<file path="src/rtl/tdm_demux_ctrl.sv">
// tdm_demux_ctrl
// Frame-aligned slot sequencer for an 8-slot bit-serial TDM link.
// The block hunts for a frame-sync marker and then counts bits and slots.
// It assembles each W-bit slot word MSB first and presents it as a parallel
// word with a one-hot per-channel strobe. Sync is checked on every frame
// boundary. Sync seen anywhere else re-aligns the frame. A missing sync at a
// frame boundary drops the lock and returns the block to hunting.
module tdm_demux_ctrl #(
    parameter int W = 8
) (
    input  logic         clk,
    input  logic         rst_n,
    input  logic         in_valid,
    input  logic         in_bit,
    input  logic         frame_sync,
    input  logic [7:0]   chan_en,
    output logic [2:0]   s,
    output logic [W-1:0] out_data,
    output logic [7:0]   out_valid,
    output logic [2:0]   out_chan,
    output logic         locked,
    output logic         frame_done,
    output logic         sync_err
);

    localparam int CW = (W > 2) ? $clog2(W) : 1;
    localparam logic [CW-1:0] LAST_BIT = CW'(W - 1);
    localparam logic [CW-1:0] ONE_BIT  = CW'(1);

    typedef enum logic {
        HUNT = 1'b0,
        LOCK = 1'b1
    } state_t;

    state_t          state_q;
    logic [CW-1:0]   bit_cnt_q;
    logic [2:0]      s_q;
    logic [W-1:0]    sh_q;
    logic [W-1:0]    out_data_q;
    logic [7:0]      out_valid_q;
    logic [2:0]      out_chan_q;
    logic            locked_q;
    logic            frame_done_q;
    logic            sync_err_q;

    logic [W-1:0]    sh_d;
    logic            at_frame_start;
    logic            at_last_bit;
    logic [7:0]      strobe_d;

    // One-hot strobe for a completed slot, gated by that channel's enable.
    function automatic logic [7:0] slot_strobe(input logic [2:0] slot,
                                               input logic [7:0] en);
        logic [7:0] hot;
        hot = 8'd1 << slot;
        return hot & en;
    endfunction

    // Shift candidate and frame-position decodes for the current valid bit.
    always_comb begin
        sh_d           = {sh_q[W-2:0], in_bit};
        at_frame_start = (s_q == 3'd0) && (bit_cnt_q == '0);
        at_last_bit    = (bit_cnt_q == LAST_BIT);
        strobe_d       = slot_strobe(s_q, chan_en);
    end

    // HUNT/LOCK sequencer with registered word, strobe and status outputs.
    always_ff @(posedge clk or negedge rst_n) begin
        if (!rst_n) begin
            state_q      <= HUNT;
            bit_cnt_q    <= '0;
            s_q          <= 3'd0;
            sh_q         <= '0;
            out_data_q   <= '0;
            out_valid_q  <= 8'd0;
            out_chan_q   <= 3'd0;
            locked_q     <= 1'b0;
            frame_done_q <= 1'b0;
            sync_err_q   <= 1'b0;
        end else begin
            // Strobes last one cycle; they are only re-armed by a valid bit.
            out_valid_q  <= 8'd0;
            frame_done_q <= 1'b0;
            sync_err_q   <= 1'b0;

            if (in_valid) begin
                case (state_q)
                    HUNT: begin
                        // Only a sync-marked bit is accepted, as slot 0 bit 0.
                        if (frame_sync) begin
                            sh_q      <= sh_d;
                            bit_cnt_q <= ONE_BIT;
                            s_q       <= 3'd0;
                            state_q   <= LOCK;
                            locked_q  <= 1'b1;
                        end
                    end

                    LOCK: begin
                        if (frame_sync && !at_frame_start) begin
                            // Misplaced sync wins over word completion: drop
                            // the partial word and restart the frame here.
                            sync_err_q <= 1'b1;
                            sh_q       <= sh_d;
                            bit_cnt_q  <= ONE_BIT;
                            s_q        <= 3'd0;
                        end else if (!frame_sync && at_frame_start) begin
                            // Expected sync absent: discard the bit, lose lock.
                            sync_err_q <= 1'b1;
                            bit_cnt_q  <= '0;
                            s_q        <= 3'd0;
                            state_q    <= HUNT;
                            locked_q   <= 1'b0;
                        end else begin
                            sh_q <= sh_d;
                            if (at_last_bit) begin
                                out_data_q   <= sh_d;
                                out_chan_q   <= s_q;
                                out_valid_q  <= strobe_d;
                                frame_done_q <= (s_q == 3'd7);
                                bit_cnt_q    <= '0;
                                s_q          <= s_q + 3'd1;
                            end else begin
                                bit_cnt_q <= bit_cnt_q + ONE_BIT;
                            end
                        end
                    end

                    default: begin
                        state_q  <= HUNT;
                        locked_q <= 1'b0;
                    end
                endcase
            end
        end
    end

    assign s          = s_q;
    assign out_data   = out_data_q;
    assign out_valid  = out_valid_q;
    assign out_chan   = out_chan_q;
    assign locked     = locked_q;
    assign frame_done = frame_done_q;
    assign sync_err   = sync_err_q;

endmodule

</file>
<file path="config.mk">
export PLATFORM = sky130hd
export DESIGN_NAME = tdm_demux_ctrl
export DESIGN_NICKNAME = d
export VERILOG_FILES = /design/src/rtl/tdm_demux_ctrl.sv
export SDC_FILE = /design/constraint.sdc
export NUM_CORES = 1
export LEC_CHECK = 0
export ABC_AREA = 1
export CAP_MARGIN = 10
export CELL_PAD_IN_SITES_DETAIL_PLACEMENT = 0
export CELL_PAD_IN_SITES_GLOBAL_PLACEMENT = 1
export CORE_ASPECT_RATIO = 0.8
export CORE_MARGIN = 2
export CORE_UTILIZATION = 37
export CTS_CLUSTER_SIZE = 28
export DETAILED_ROUTE_END_ITERATION = 12
export PLACE_DENSITY_LB_ADDON = 0.2
export SLEW_MARGIN = 30
export SYNTH_ARGS = -nofsm -noshare
export SYNTH_HDL_FRONTEND = slang
export SYNTH_SLANG_ARGS = --single-unit
</file>
<file path="constraint.sdc">
create_clock -name clk -period 2 [get_ports clk]
set_input_delay 0.3 -clock clk [delete_from_list [all_inputs] [get_ports clk]]
set_output_delay 0.3 -clock clk [all_outputs]
set_load 0.05 [all_outputs]
</file>
---- Yosys cells after proc, flatten, opt, wreduce, memory -nomap -nowiden ----
Cells that the tools add are included.
Widths: inputs -> output; s select.
word-level totals
  flip-flop bits (word level) ............. 36
  input bits .............................. 13
  output and inout bits ................... 25
  word-level logic and storage cells ...... 72
cells by class
  add/sub/neg operators ................... 2
  equal/unequal tests ..................... 7
  shifts and indexed selects .............. 1
  muxes and demuxes ....................... 36
  bitwise operators ....................... 4
  reduce and logical (&&, ||, !) cells .... 12
operators with widths
  kind                 count
  $mux 8               5
  $mux 3               8
  $mux 7               3
  $mux 1               15
  $pmux 7 s2           1
  $pmux 3 s2           2
  $and 8x8->8          1
  $shl 1x3->8 const A  1
  $add 3x1->3 const B  2
  $eq 3x3->1 const B   2
  $logic_not 3->1      2
  $reduce_and 3->1     2
  $reduce_and 5->1     1
  $ne 2x2->1 const B   2
  $ne 4x1->1 const B   1
  $pmux 1 s2           2
  $reduce_and 4->1     1
  $logic_and 1x1->1    3
  $ne 3x3->1 const B   1
  $not 1->1            3
  $logic_not 1->1      2
  $ne 2x1->1 const B   1
  $reduce_and 2->1     1

---- Logic depth before layout (Yosys ltp) ----
  depth in word-level cells ............... 7
  mapped depth ............................ 12
  depth with buffers taken out ............ 12

---- Worst setup path before layout ----
Ideal clock, no wire load.
  path type ............................... reg2reg
  start ................................... register s_q[0], in the netlist s[0]
  end ..................................... register out_chan_q[2], in the netlist out_chan[2]
  setup time .............................. 0.128 ns
  arrival time ............................ 1.966 ns
  required time ........................... 1.872 ns
  path slack .............................. -0.094 ns
  cell stages (with the launch flop) ...... 10
  buffers on the path ..................... 1
  period minus slack after synthesis ...... 2.094 ns
  cell sequence ........................... dfrtp_1 -> inv_1 -> ha_1 -> nand3_1 -> inv_1 -> ha_1 -> nand2_4 -> nor2_4 -> buf_6 -> a21oi_1
on the way
  word-level cells in the longest chain between the ends .. 6
  elaborated cells on any way between the ends .. 8
  those cells by class .................... bitwise: 2; reduce/logical: 6
ends and longest elaborated chain
  item                                 line  text
  start: declaration                   37    logic [2:0] s_q;
  start signal: assignment             122   s_q <= s_q + 3'd1;
  $logic_not 3->1 *                    62    at_frame_start = (s_q == 3'd0) && (bit_cnt_q == '0);
  $logic_and 1x1->1 *                  62
  $logic_not 1->1                      100   if (frame_sync && !at_frame_start) begin
  $logic_and 1x1->1                    100
  $not 1->1 (no source line)           n/a
  $reduce_and 5->1 (no source line) *  n/a
  end signal: assignment               118   out_chan_q <= s_q;
  end: declaration                     41    logic [2:0] out_chan_q;
Mark *: on every way between the ends. The rest lies on a longest branch, timed or not.
A chain may end at the register's enable or synchronous reset.

---- Worst setup path after layout ----
  start ................................... register s_q[2], in the netlist s[2]
  end ..................................... output port s[2]
RTL lines
  item              line  text
  end: declaration  17    output logic [2:0] s,
No word-level cell between the ends.

==> metrics.cfg <==
[outcome]
status = completed

[drt]
drc = 0
drt_first_pass_iters = 4
wirelength_um = 3714
final_antenna_net_count = 0
viasPerCell = 4.519
vias = 1342
avgRoutedWirePerCell_um = 12.51
drt_iter0_markers = 45

[global_route]
grt_pass1_vias = 1321
track_usage_pct = 16.19
antenna_found_initial = 0
grt_max_degree = 37
gr-total-overflow = 0
grt_pass1_wl_um = 6230

[die]
core_sq_um = 4257
io_pins = 38
rows = 21
die_w_um = 79.26
die_h_um = 64.21
die_area_sq_um = 5089
start_util_pct = 39.39

[sta]
worst_clock_skew_ps = 5.508
slew-limit-headroom_pct = 65.78
setup_violations = 0
setup_slack_ps = 100.0
layout_min_cycle_time_ps = 1900
timing.fmax_ghz = 0.5263
tns_ps = 0
finalMaxSlewViolations = 0
hold_viol_final = 0
tightest_slew_ps = 511.7
period_share_pct = 95.00

[critical_path]
cp.depth = 1
critPathMaxStageDelay_ps = 840
crit_path_top_delay_cell = clkdlybuf4s50_1
crit_end = s[2]
worst_r2r_startpoint = bit_cnt_q[0]
path_buf_inv = 1
path_max_fanout = 6
path_delay_family = buffers and inverters
r2r_cells = 12
timing.reg2reg.setup_slack_ps = 140
setup.worst_path.start = s[2]
worstPathArrival_ps = 1600
required_ps = 1700
startpoint_type = register
endpoint_kind = output pin
r2r_end = out_data[1]
crit_path_cell_trace = clkdlybuf4s50_1
worstSetupPathType = register to output pin

[power]
leakagePower_nw = 1.181
sequentialPowerShare_pct = 35.1
p_sw_share_pct = 40.91
power.density_nw_per_um2 = 1269
netSwitchingPower_mw = 1.199
p_total_mw = 2.930
p_int_mw = 1.732
clkPwrFrac_pct = 22.1
p_comb_share_pct = 42.8
ir_worst_vdd_mv = 0.8076

[synth]
yosys_register_bits = 36
syn_inst = 185
synth_area_sq_um = 1677
ys_warn_count = 0
ys_seq_area_share_pct = 53.73
synth_area_per_cell_sq_um = 9.063
synth_cell_types = 14
synth_nets = 210

[placement]
hpwl_um = 2701
io_buffer_count = 37
gp_congestion = 0.8046
pre_cts_ws_ps = 61.08

[finish]
final_cell_mix = nand2_1, clkdlybuf4s50_1, dfrtp_1, nand3_1, inv_1
antennaDiodeCount = 0
drive_above_1_share_pct = 14.17
nets = 264
fillers = 406
final_common_cell = nand2_1
area_growth_pct = 37.69
fin_util_pct = 54.23

[clock_network]
cts_buffer_depth = 2
htreeDepth = 2
hold_buffers = 0
clockRootBuffer = clkbuf_8
cts_tree = built
numCtsBuffers = 5
insertion_delay_ps = 290
clock_sinks = 36
clkTransAtPathRegs_ps = 80

[run]
drv_cap = 0

[min_path]
hold_path.class = primary input to asynchronous set/reset pin

==> per-layer routing <==
| metal | up-vias | GRT usage (%) | part of all wire, % |
|---|---|---|---|
| met5 | - | 0 | 0 |
| met4 | 0 | 8.405 | 2.2 |
| met3 | 8 | 3.814 | 4.4 |
| met2 | 34 | 23.41 | 42 |
| met1 | 608 | 22.50 | 51 |
| li1 | 692 | - | - |
==> how the worst min path moves through the flow <==
| stage | depth (start not counted) | endpoint | slack, ps |
|---|---|---|---|
| after floorplan | 0 | bit_cnt_q[0] | 4 |
| after global placement | 2 | locked | 460 |
| after detailed placement | 2 | locked | 460 |
| after CTS | 2 | out_valid[0] | 440 |
| after global routing | 2 | out_valid[3] | 490 |
| final | 2 | out_valid[0] | 410 |
==> per-stage QoR <==
stage	std cells	instance area, sq um	hold WS [ps]
after global routing	297	2308	485.1
after CTS	290	2247	437.7
after floorplan	185	1679	4.409
final	297	2308	413.2
after detailed placement	282	2136	459.1
after global placement	282	2136	458.0
==> power groups by stage <==
stage          clock (mW)  combinational [mW]  sequential (mW)
6_report            0.649                1.25             1.03
5_1_grt             0.692                1.39             1.05
4_1_cts             0.661                1.16             1.02
3_5_place_dp            0                1.15             1.04
3_3_place_gp            0                1.13             1.04
2_1_floorplan           0               0.580             1.23
==> cell type report <==
| class | instances | area (sq um) | share of cell area (%) |
|---|---|---|---|
| repair buffers | 49 | 460.4 | 19.95 |
| well taps | 57 | 71.32 | 3.089 |
| inverters | 18 | 67.56 | 2.927 |
| flip-flops and latches | 36 | 903.4 | 39.13 |
| multi-input cells | 129 | 694.4 | 30.08 |
| clock inverters | 3 | 42.54 | 1.843 |
| clock buffers | 5 | 68.82 | 2.981 |
==> repair_timing <==
item	in CTS	in global routing
endpoints found under the setup margin	0	27
resized for setup	0	3
setup buffers	0	6
==> cells by family (layout without fill, tap and decap cells) <==
| family | after synthesis | count (layout) | synth area share [%] |
|---|---|---|---|
| buffers and inverters | 21 | 75 | 5.821 |
| AO/OA/AOI/OAI | 14 | 14 | 4.179 |
| AND/OR/NAND/NOR | 102 | 103 | 27.31 |
| flip-flops | 36 | 36 | 53.73 |
| adder cells (fa/ha/maj) | 12 | 12 | 8.955 |
==> registers in the layout, indices dropped and copies added (netlist names) <==
signal,count
bit_cnt_q,3
sync_err,1
locked,1
s,3
sh_q,7
out_data,8
state_q,1
out_valid,8
out_chan,3
frame_done,1
==> synth_stat cells <==
| master | instances | share of area [%] |
|---|---|---|
| nand2_4 | 3 | 2.0 |
| buf_4 | 1 | 0.45 |
| o21ai_0 | 11 | 3.3 |
| nand3_1 | 22 | 6.6 |
| a21oi_1 | 3 | 0.90 |
| nor2_4 | 2 | 1.3 |
| ha_1 | 12 | 9.0 |
| inv_1 | 18 | 4.0 |
| buf_6 | 2 | 1.3 |
| nor3_1 | 2 | 0.60 |
| dfrtp_1 | 36 | 54 |
| nand2_2 | 3 | 1.1 |
| nor2_1 | 15 | 3.4 |
| nand2_1 | 55 | 12 |
Note: power is estimated with default switching activity, not from simulation.
